### src/rtl/memshare_alloc_sched_pkg.sv
// memshare_alloc_sched_pkg: scheduler FSM states, regFile field layout and L1BS timing,
// shared by the allocation scheduler and its arrival FIFO.
package memShare_config_pkg;
   localparam int L1BS_CYCLE          = 2;
   localparam int L1BSOUT_EXTRA_DELAY = 1;
   localparam int BS_LAT              = L1BS_CYCLE + L1BSOUT_EXTRA_DELAY;
   localparam int GTR_BIT             = 0;
   localparam int DELTA_LSB           = 1;
   typedef enum logic [2:0] {
      S_IDLE,
      S_RD_REQ,
      S_RD_WAIT,
      S_ISSUE,
      S_GAP
   } sched_state_e;
   function automatic int delta_msb(input int shift_w);
      return shift_w;
   endfunction
   function automatic int shift_lsb(input int shift_w);
      return shift_w + 1;
   endfunction
   function automatic int shift_msb(input int shift_w);
      return 2 * shift_w;
   endfunction
endpackage

### src/rtl/memshare_alloc_sched_rqst_fifo.sv
// memshare_rqst_fifo: synchronous arrival-pattern FIFO; exposes the head and the entry
// behind it so the scheduler can chain straight into the next read after a pop.
module memshare_rqst_fifo #(
   parameter int WIDTH = 5,
   parameter int DEPTH = 4
) (
   input  logic             sys_clk,
   input  logic             rstn,
   input  logic             push,
   input  logic [WIDTH-1:0] push_data,
   input  logic             pop,
   output logic             full,
   output logic             empty,
   output logic             two_plus,
   output logic [WIDTH-1:0] head,
   output logic [WIDTH-1:0] head_nxt
);
   localparam int AW = (DEPTH > 1) ? $clog2(DEPTH) : 1;
   localparam int CW = $clog2(DEPTH + 1);
   logic [WIDTH-1:0] mem_q [DEPTH];
   logic [AW-1:0]    wr_ptr_q, wr_ptr_d, rd_ptr_q, rd_ptr_d, rd_nxt;
   logic [CW-1:0]    cnt_q, cnt_d;
   logic             wr, rd;
   function automatic logic [AW-1:0] inc(input logic [AW-1:0] p);
      return (p == AW'(DEPTH - 1)) ? '0 : p + AW'(1);
   endfunction
   assign full     = cnt_q == CW'(DEPTH);
   assign empty    = cnt_q == '0;
   assign two_plus = cnt_q > CW'(1);
   assign head     = mem_q[rd_ptr_q];
   assign head_nxt = mem_q[rd_nxt];
   always_comb begin
      wr       = push && !full;
      rd       = pop && !empty;
      rd_nxt   = inc(rd_ptr_q);
      wr_ptr_d = wr ? inc(wr_ptr_q) : wr_ptr_q;
      rd_ptr_d = rd ? rd_nxt : rd_ptr_q;
      cnt_d    = cnt_q + CW'(wr) - CW'(rd);
   end
   always_ff @(posedge sys_clk or negedge rstn) begin
      if (!rstn) begin
         wr_ptr_q <= '0;
         rd_ptr_q <= '0;
         cnt_q    <= '0;
      end else begin
         wr_ptr_q <= wr_ptr_d;
         rd_ptr_q <= rd_ptr_d;
         cnt_q    <= cnt_d;
      end
   end
   always_ff @(posedge sys_clk) begin
      if (wr) mem_q[wr_ptr_q] <= push_data;
   end
endmodule

### src/rtl/memshare_alloc_sched.sv
// memshare_alloc_sched: turns shared-column request patterns into one or two L1PA/L1BS
// allocation commands each. Define MEMSHARE_SCHED_PERF_CNT_EN to get the handshake counter.
module memshare_alloc_sched
   import memShare_config_pkg::*;
#(
   parameter int SHARE_GROUP_SIZE = 5,
   parameter int TRACK_DEPTH      = 4,
   parameter int PAGE_ADDR_W      = 5,
   parameter int SHIFT_W          = 3,
   parameter int BS_LAT           = memShare_config_pkg::BS_LAT
) (
   input  logic                   sys_clk,
   input  logic                   rstn,
   input  logic                   rqst_valid,
   input  logic [SHARE_GROUP_SIZE-1:0] rqst_pattern,
   output logic                   rqst_ready,
   output logic                   regfile_rd_en,
   output logic [PAGE_ADDR_W-1:0] regfile_rd_addr,
   input  logic [2*SHIFT_W:0]     regfile_rd_data,
   output logic                   alloc_valid,
   input  logic                   alloc_ready,
   output logic [SHIFT_W-1:0]     alloc_shift,
   output logic                   alloc_seq_idx,
   output logic                   alloc_last,
   output logic                   sched_idle,
   output logic [15:0]            alloc_cnt
);
   localparam int GW = (BS_LAT > 1) ? $clog2(BS_LAT + 1) : 1;
   sched_state_e state_q, state_d;
   logic [GW-1:0] gap_q, gap_d;
   logic [SHIFT_W-1:0] shift_q, shift_d, delta_q, delta_d, alloc_shift_q, alloc_shift_d;
   logic gtr_q, gtr_d, seq_q, seq_d, run_q;
   logic rd_en_q, rd_en_d, alloc_valid_q, alloc_valid_d, alloc_seq_q, alloc_seq_d, alloc_last_q, alloc_last_d;
   logic [PAGE_ADDR_W-1:0] rd_addr_q, rd_addr_d;
   logic [SHIFT_W:0] shift_sum;
   logic [SHIFT_W-1:0] seq1_shift;
   logic push, pop, full, empty, two_plus;
   logic [SHARE_GROUP_SIZE-1:0] head, head_nxt;
   memshare_rqst_fifo #(.WIDTH(SHARE_GROUP_SIZE), .DEPTH(TRACK_DEPTH)) u_fifo (
      .sys_clk  (sys_clk),
      .rstn     (rstn),
      .push     (push),
      .push_data(rqst_pattern),
      .pop      (pop),
      .full     (full),
      .empty    (empty),
      .two_plus (two_plus),
      .head     (head),
      .head_nxt (head_nxt)
   );
   // run_q keeps ready low until the first edge after reset release
   assign rqst_ready      = run_q && !full;
   assign push            = rqst_valid && rqst_ready;
   assign sched_idle      = run_q && (state_q == S_IDLE) && empty;
   assign regfile_rd_en   = rd_en_q;
   assign regfile_rd_addr = rd_addr_q;
   assign alloc_valid     = alloc_valid_q;
   assign alloc_shift     = alloc_shift_q;
   assign alloc_seq_idx   = alloc_seq_q;
   assign alloc_last      = alloc_last_q;
   assign shift_sum       = {1'b0, shift_q} + {1'b0, delta_q};
   assign seq1_shift      = SHIFT_W'(shift_sum % (SHIFT_W + 1)'(SHARE_GROUP_SIZE));
   always_comb begin
      state_d       = state_q;
      gap_d         = gap_q;
      shift_d       = shift_q;
      delta_d       = delta_q;
      gtr_d         = gtr_q;
      seq_d         = seq_q;
      rd_en_d       = 1'b0;
      rd_addr_d     = '0;
      alloc_valid_d = alloc_valid_q;
      alloc_shift_d = alloc_shift_q;
      alloc_seq_d   = alloc_seq_q;
      alloc_last_d  = alloc_last_q;
      pop           = 1'b0;
      case (state_q)
         S_IDLE: begin
            if (!empty && head == '0) pop = 1'b1;
            else if (!empty) begin
               state_d   = S_RD_REQ;
               rd_en_d   = 1'b1;
               rd_addr_d = PAGE_ADDR_W'(head);
            end
         end
         S_RD_REQ: state_d = S_RD_WAIT;
         S_RD_WAIT: begin
            shift_d       = regfile_rd_data[shift_msb(SHIFT_W):shift_lsb(SHIFT_W)];
            delta_d       = regfile_rd_data[delta_msb(SHIFT_W):DELTA_LSB];
            gtr_d         = regfile_rd_data[GTR_BIT];
            seq_d         = 1'b0;
            state_d       = S_ISSUE;
            alloc_valid_d = 1'b1;
            alloc_seq_d   = 1'b0;
            alloc_shift_d = regfile_rd_data[shift_msb(SHIFT_W):shift_lsb(SHIFT_W)];
            alloc_last_d  = !regfile_rd_data[GTR_BIT];
         end
         S_ISSUE: begin
            if (alloc_ready) begin
               state_d       = S_GAP;
               gap_d         = GW'(BS_LAT - 1);
               alloc_valid_d = 1'b0;
               alloc_shift_d = '0;
               alloc_seq_d   = 1'b0;
               alloc_last_d  = 1'b0;
            end
         end
         S_GAP: begin
            if (gap_q != '0) gap_d = gap_q - GW'(1);
            else if (!seq_q && gtr_q) begin
               state_d       = S_ISSUE;
               seq_d         = 1'b1;
               alloc_valid_d = 1'b1;
               alloc_seq_d   = 1'b1;
               alloc_shift_d = seq1_shift;
               alloc_last_d  = 1'b1;
            end else begin
               // chain into the next read only when that entry is already stored
               pop = 1'b1;
               if (two_plus && head_nxt != '0) begin
                  state_d   = S_RD_REQ;
                  rd_en_d   = 1'b1;
                  rd_addr_d = PAGE_ADDR_W'(head_nxt);
               end else state_d = S_IDLE;
            end
         end
         default: state_d = S_IDLE;
      endcase
   end
   always_ff @(posedge sys_clk or negedge rstn) begin
      if (!rstn) begin
         state_q       <= S_IDLE;
         gap_q         <= '0;
         shift_q       <= '0;
         delta_q       <= '0;
         gtr_q         <= 1'b0;
         seq_q         <= 1'b0;
         run_q         <= 1'b0;
         rd_en_q       <= 1'b0;
         rd_addr_q     <= '0;
         alloc_valid_q <= 1'b0;
         alloc_shift_q <= '0;
         alloc_seq_q   <= 1'b0;
         alloc_last_q  <= 1'b0;
      end else begin
         state_q       <= state_d;
         gap_q         <= gap_d;
         shift_q       <= shift_d;
         delta_q       <= delta_d;
         gtr_q         <= gtr_d;
         seq_q         <= seq_d;
         run_q         <= 1'b1;
         rd_en_q       <= rd_en_d;
         rd_addr_q     <= rd_addr_d;
         alloc_valid_q <= alloc_valid_d;
         alloc_shift_q <= alloc_shift_d;
         alloc_seq_q   <= alloc_seq_d;
         alloc_last_q  <= alloc_last_d;
      end
   end
`ifdef MEMSHARE_SCHED_PERF_CNT_EN
   logic [15:0] cnt_q, cnt_d;
   always_comb cnt_d = (alloc_valid_q && alloc_ready && cnt_q != 16'hFFFF) ? cnt_q + 16'd1 : cnt_q;
   always_ff @(posedge sys_clk or negedge rstn) begin
      if (!rstn) cnt_q <= '0;
      else cnt_q <= cnt_d;
   end
   assign alloc_cnt = cnt_q;
`else
   assign alloc_cnt = '0;
`endif
endmodule

### config.mk
export PLATFORM = sky130hd
export DESIGN_NAME = memshare_alloc_sched
export DESIGN_NICKNAME = d
export VERILOG_FILES = /design/src/rtl/memshare_alloc_sched_pkg.sv /design/src/rtl/memshare_alloc_sched_rqst_fifo.sv /design/src/rtl/memshare_alloc_sched.sv
export SDC_FILE = /design/constraint.sdc
export NUM_CORES = 1
export LEC_CHECK = 0
export BUFFER_PORTS_ARGS = -buffer_cell sky130_fd_sc_hd__clkbuf_2
export CAP_MARGIN = 20
export CORE_ASPECT_RATIO = 0.9
export CORE_MARGIN = 2
export CORE_UTILIZATION = 30
export DETAILED_ROUTE_END_ITERATION = 12
export SLEW_MARGIN = 10
export SYNTH_ARGS = -nofsm -noshare
export SYNTH_HDL_FRONTEND = slang
export SYNTH_SLANG_ARGS = --single-unit
### constraint.sdc
create_clock -name sys_clk -period 7.9 [get_ports sys_clk]
set_input_delay 2.37 -clock sys_clk [delete_from_list [all_inputs] [get_ports sys_clk]]
set_output_delay 2.37 -clock sys_clk [all_outputs]
set_load 0.05 [all_outputs]
==> impl_results.md <==
- Worst reg2reg path endpoint: alloc_shift[0]
- Layout cells sized above 1: 22.2%
- Synth warn: 0
- Reg2reg start: shift_q[0]
- First-pass DRT Iterations: 4
- Hold_sp: alloc_seq_idx
- Post-synth top flop: dfrtp_1
- Starting Density: approximately 31%
- Netlist cell types: 45
- Type of the worst setup path: reg -> out
- Largest net degree at the start of global routing: 34
- Yosys top cell by area: dfrtp_1
- TritonCTS clock tree: done
- Area grow syn2layout: 10.2%
- Clk Latency, worst-skew pair: 0.31 ns
- Crit path from: u_fifo.cnt_q[1]
- Fin Setup TNS: 0 ns
- Nets: 300
- Ant. Diodes: 0
- Critical Path Sink Type: primary output
- Mapped Area: roughly 2900 µm²
- Die area: 10,400 µm²
- Num Clock Sinks: 53
- CTS Root Cell: clkbuf_8
- Detailed Route Iter0 Violations: between 60 and 70
- Port Buffers: 29
- DRC violations left: 0
- Pre-CTS setup slack: 4.26 ns
- Largest cells by area after synthesis: dfrtp_1 (29%), edfxtp_1 (21%), mux4_2 (7.8%)
- CTS max path bufs: 2
- Core ar.: 9210 µm²
- # setup viols final: 0
- Crit path DAT: 1.61 ns
- Post-CTS sizing: 0
- CTS H-tree depth: 2
- GR Overflow Total: 0
- R2R cell count: 15
- Lkg Pwr: 1.43 nW
- MaxCap Viol Count: 0
- Hold Crit Class: reg -> reg
- Post-synth EDFFs: 20
- Fin crit share: 50.4%
- Placer Congestion: 0.770
- Max Fclk: 251 MHz
- Slew of the pin with the lowest slew margin: 0.883 ns
- Final WS setup: 3.92 ns
- Via count: 1,846
- Fin cells: 388
- Power Dens Cells: ~430 nW/µm²
- Dpl hpwl: roughly 4000 µm
- Synth top area share: 28.6%
- Most common library cells after synthesis: dfrtp_1 (33), edfxtp_1 (20), inv_1 (19)
- Outcome: completed
- Tot GR Track Use: 10.6%
- Data required time of the worst path: 5.53 ns
- Cts bufs inserted: 5
- Die X: 107 µm
- FP Rows: 33
- WHS: 0.489 ns
- Synth Area per Inst: 12.2 µm²
- Unrepaired setup endpoints after global routing: false
- Per-cell routed wire length: around 13 µm
- Final Hold Fails: 0
- Ports: 46
- Drt via density: 4.76
- Worst-path clk slew: between 0.1 and 0.15 ns
- Slew Limit Fails: 0
- Post-route ant nets: 0
- First-pass GRT wire length: 8840 µm
- Reg2Reg Setup Slack: 4.59 ns
- Initial antenna violation count: 0
- Top-count cell post-synth: dfrtp_1
- Setup bufs post-CTS: 0
- Slew HR: 41.1%
- Fill cell count: 900
- Hold path endpoint: alloc_seq_idx
- Placed Cells: 380
- Register area share after synthesis: about half
- Critical path startpoint category: register
- FFs w/ async S/R, synth: 62.3%
- Worst IR Drop VDD: roughly 0.00017 V
- Synthesized flop and latch total: 53
- Post-Syn Instances: roughly 240
- Crit path max fanout: 5
- Minimum clock period: approximately 4 ns
- Wirelength, routed: 5200 µm
- Vias in the first global route: 1,849
- Clock Skew: between 0.003 and 0.004 ns
- Die Height: 97.0 µm
- Hold buffer count at cts: 0
- Worst Hold Depth: 2
[power breakdown]
group	switching (mW)	internal, mW
clock	0.101	0.0666
sequential	0.0741	0.367
combinational	0.464	0.305
total	0.639	0.739
[state kept, by name, indices dropped and copies added (netlist names)]
signal and cells:
delta_q 3, u_fifo.rd_ptr_q 2, alloc_shift 3, state_q 3, run_q 1, regfile_rd_addr 5
gtr_q 1, shift_q 3, gap_q 2, u_fifo.wr_ptr_q 2, seq_q 1, alloc_valid 1
alloc_seq_idx 1, u_fifo.mem_q 20, alloc_last 1, u_fifo.cnt_q 3, regfile_rd_en 1
[layout by cell type, fill, tap and decap left out, types with 2 or more instances in the layout]
| cell | n |
|---|---|
| nand2b_1 | 5 |
| edfxtp_1 | 20 |
| clkbuf_8 | 5 |
| conb_1 | 17 |
| xor2_1 | 2 |
| a21oi_1 | 7 |
| nor2_1 | 8 |
| ha_1 | 17 |
| nor2b_1 | 3 |
| nand3_1 | 4 |
| and2_0 | 2 |
| mux2_2 | 7 |
| clkbuf_2 | 29 |
| a21o_1 | 2 |
| o211ai_1 | 2 |
| and3_1 | 8 |
| a31oi_1 | 3 |
| fa_1 | 2 |
| a22oi_1 | 5 |
| mux2_4 | 2 |
| nand2_1 | 13 |
| a221oi_1 | 3 |
| inv_1 | 19 |
| a22o_1 | 6 |
| nor3_1 | 3 |
| o21ai_0 | 10 |
| dfrtp_1 | 33 |
| mux4_2 | 10 |
[worst max-delay path by stage]
stage                       to  depth (start not counted)
floorplan           sched_idle                          3
global placement    sched_idle                          3
detailed placement  sched_idle                          3
CTS                 sched_idle                          3
global route        sched_idle                          3
finish              sched_idle                          3
[worst max-delay path, stage by stage (launching register included)]
cell      delay, ns
dfrtp_1        0.45
nor3_1         0.36
and3_1         0.22
clkbuf_2       0.27
[cell families (layout without fill, tap and decap cells)]
logic type	after synthesis	count (layout)	share of synthesized area, %
AO/OA/AOI/OAI	47	47	11.5
XOR/XNOR	3	3	0.912
adder cells (fa/ha/maj)	19	19	8.77
buffers and inverters	42	56	7.94
flip-flops	53	53	49.5
multiplexers	19	19	11.6
other	2	17	0.261
AND/OR/NAND/NOR	52	52	9.59
[metal layers]
| layer | wire, µm | GRT usage [%] |
|---|---|---|
| met4 | 21 | 2.37 |
| met5 | 0 | 0 |
| met2 | 2530 | 17.8 |
| met1 | 2310 | 13.8 |
| met3 | 343 | 2.49 |
[final cells by class]
class	count	area [µm²]	area share [%]
multi-input cells	157	1280	40.4
clock buffers	5	68.8	2.17
well taps	122	153	4.81
clock inverters	3	28.8	0.906
inverters	19	71.3	2.24
repair buffers	29	145	4.57
flip-flops and latches	53	1430	44.9
[per-stage QoR]
step           util (%)  power, mW  cell area, µm²
6_report           34.5       1.38            3180
5_1_grt            34.5       1.50            3180
4_1_cts            34.5       1.39            3180
3_5_place_dp       33.4       1.22            3080
3_3_place_gp       33.4       1.20            3080
2_1_floorplan         -       1.07            2940
Power figures use the tool's default switching activity.
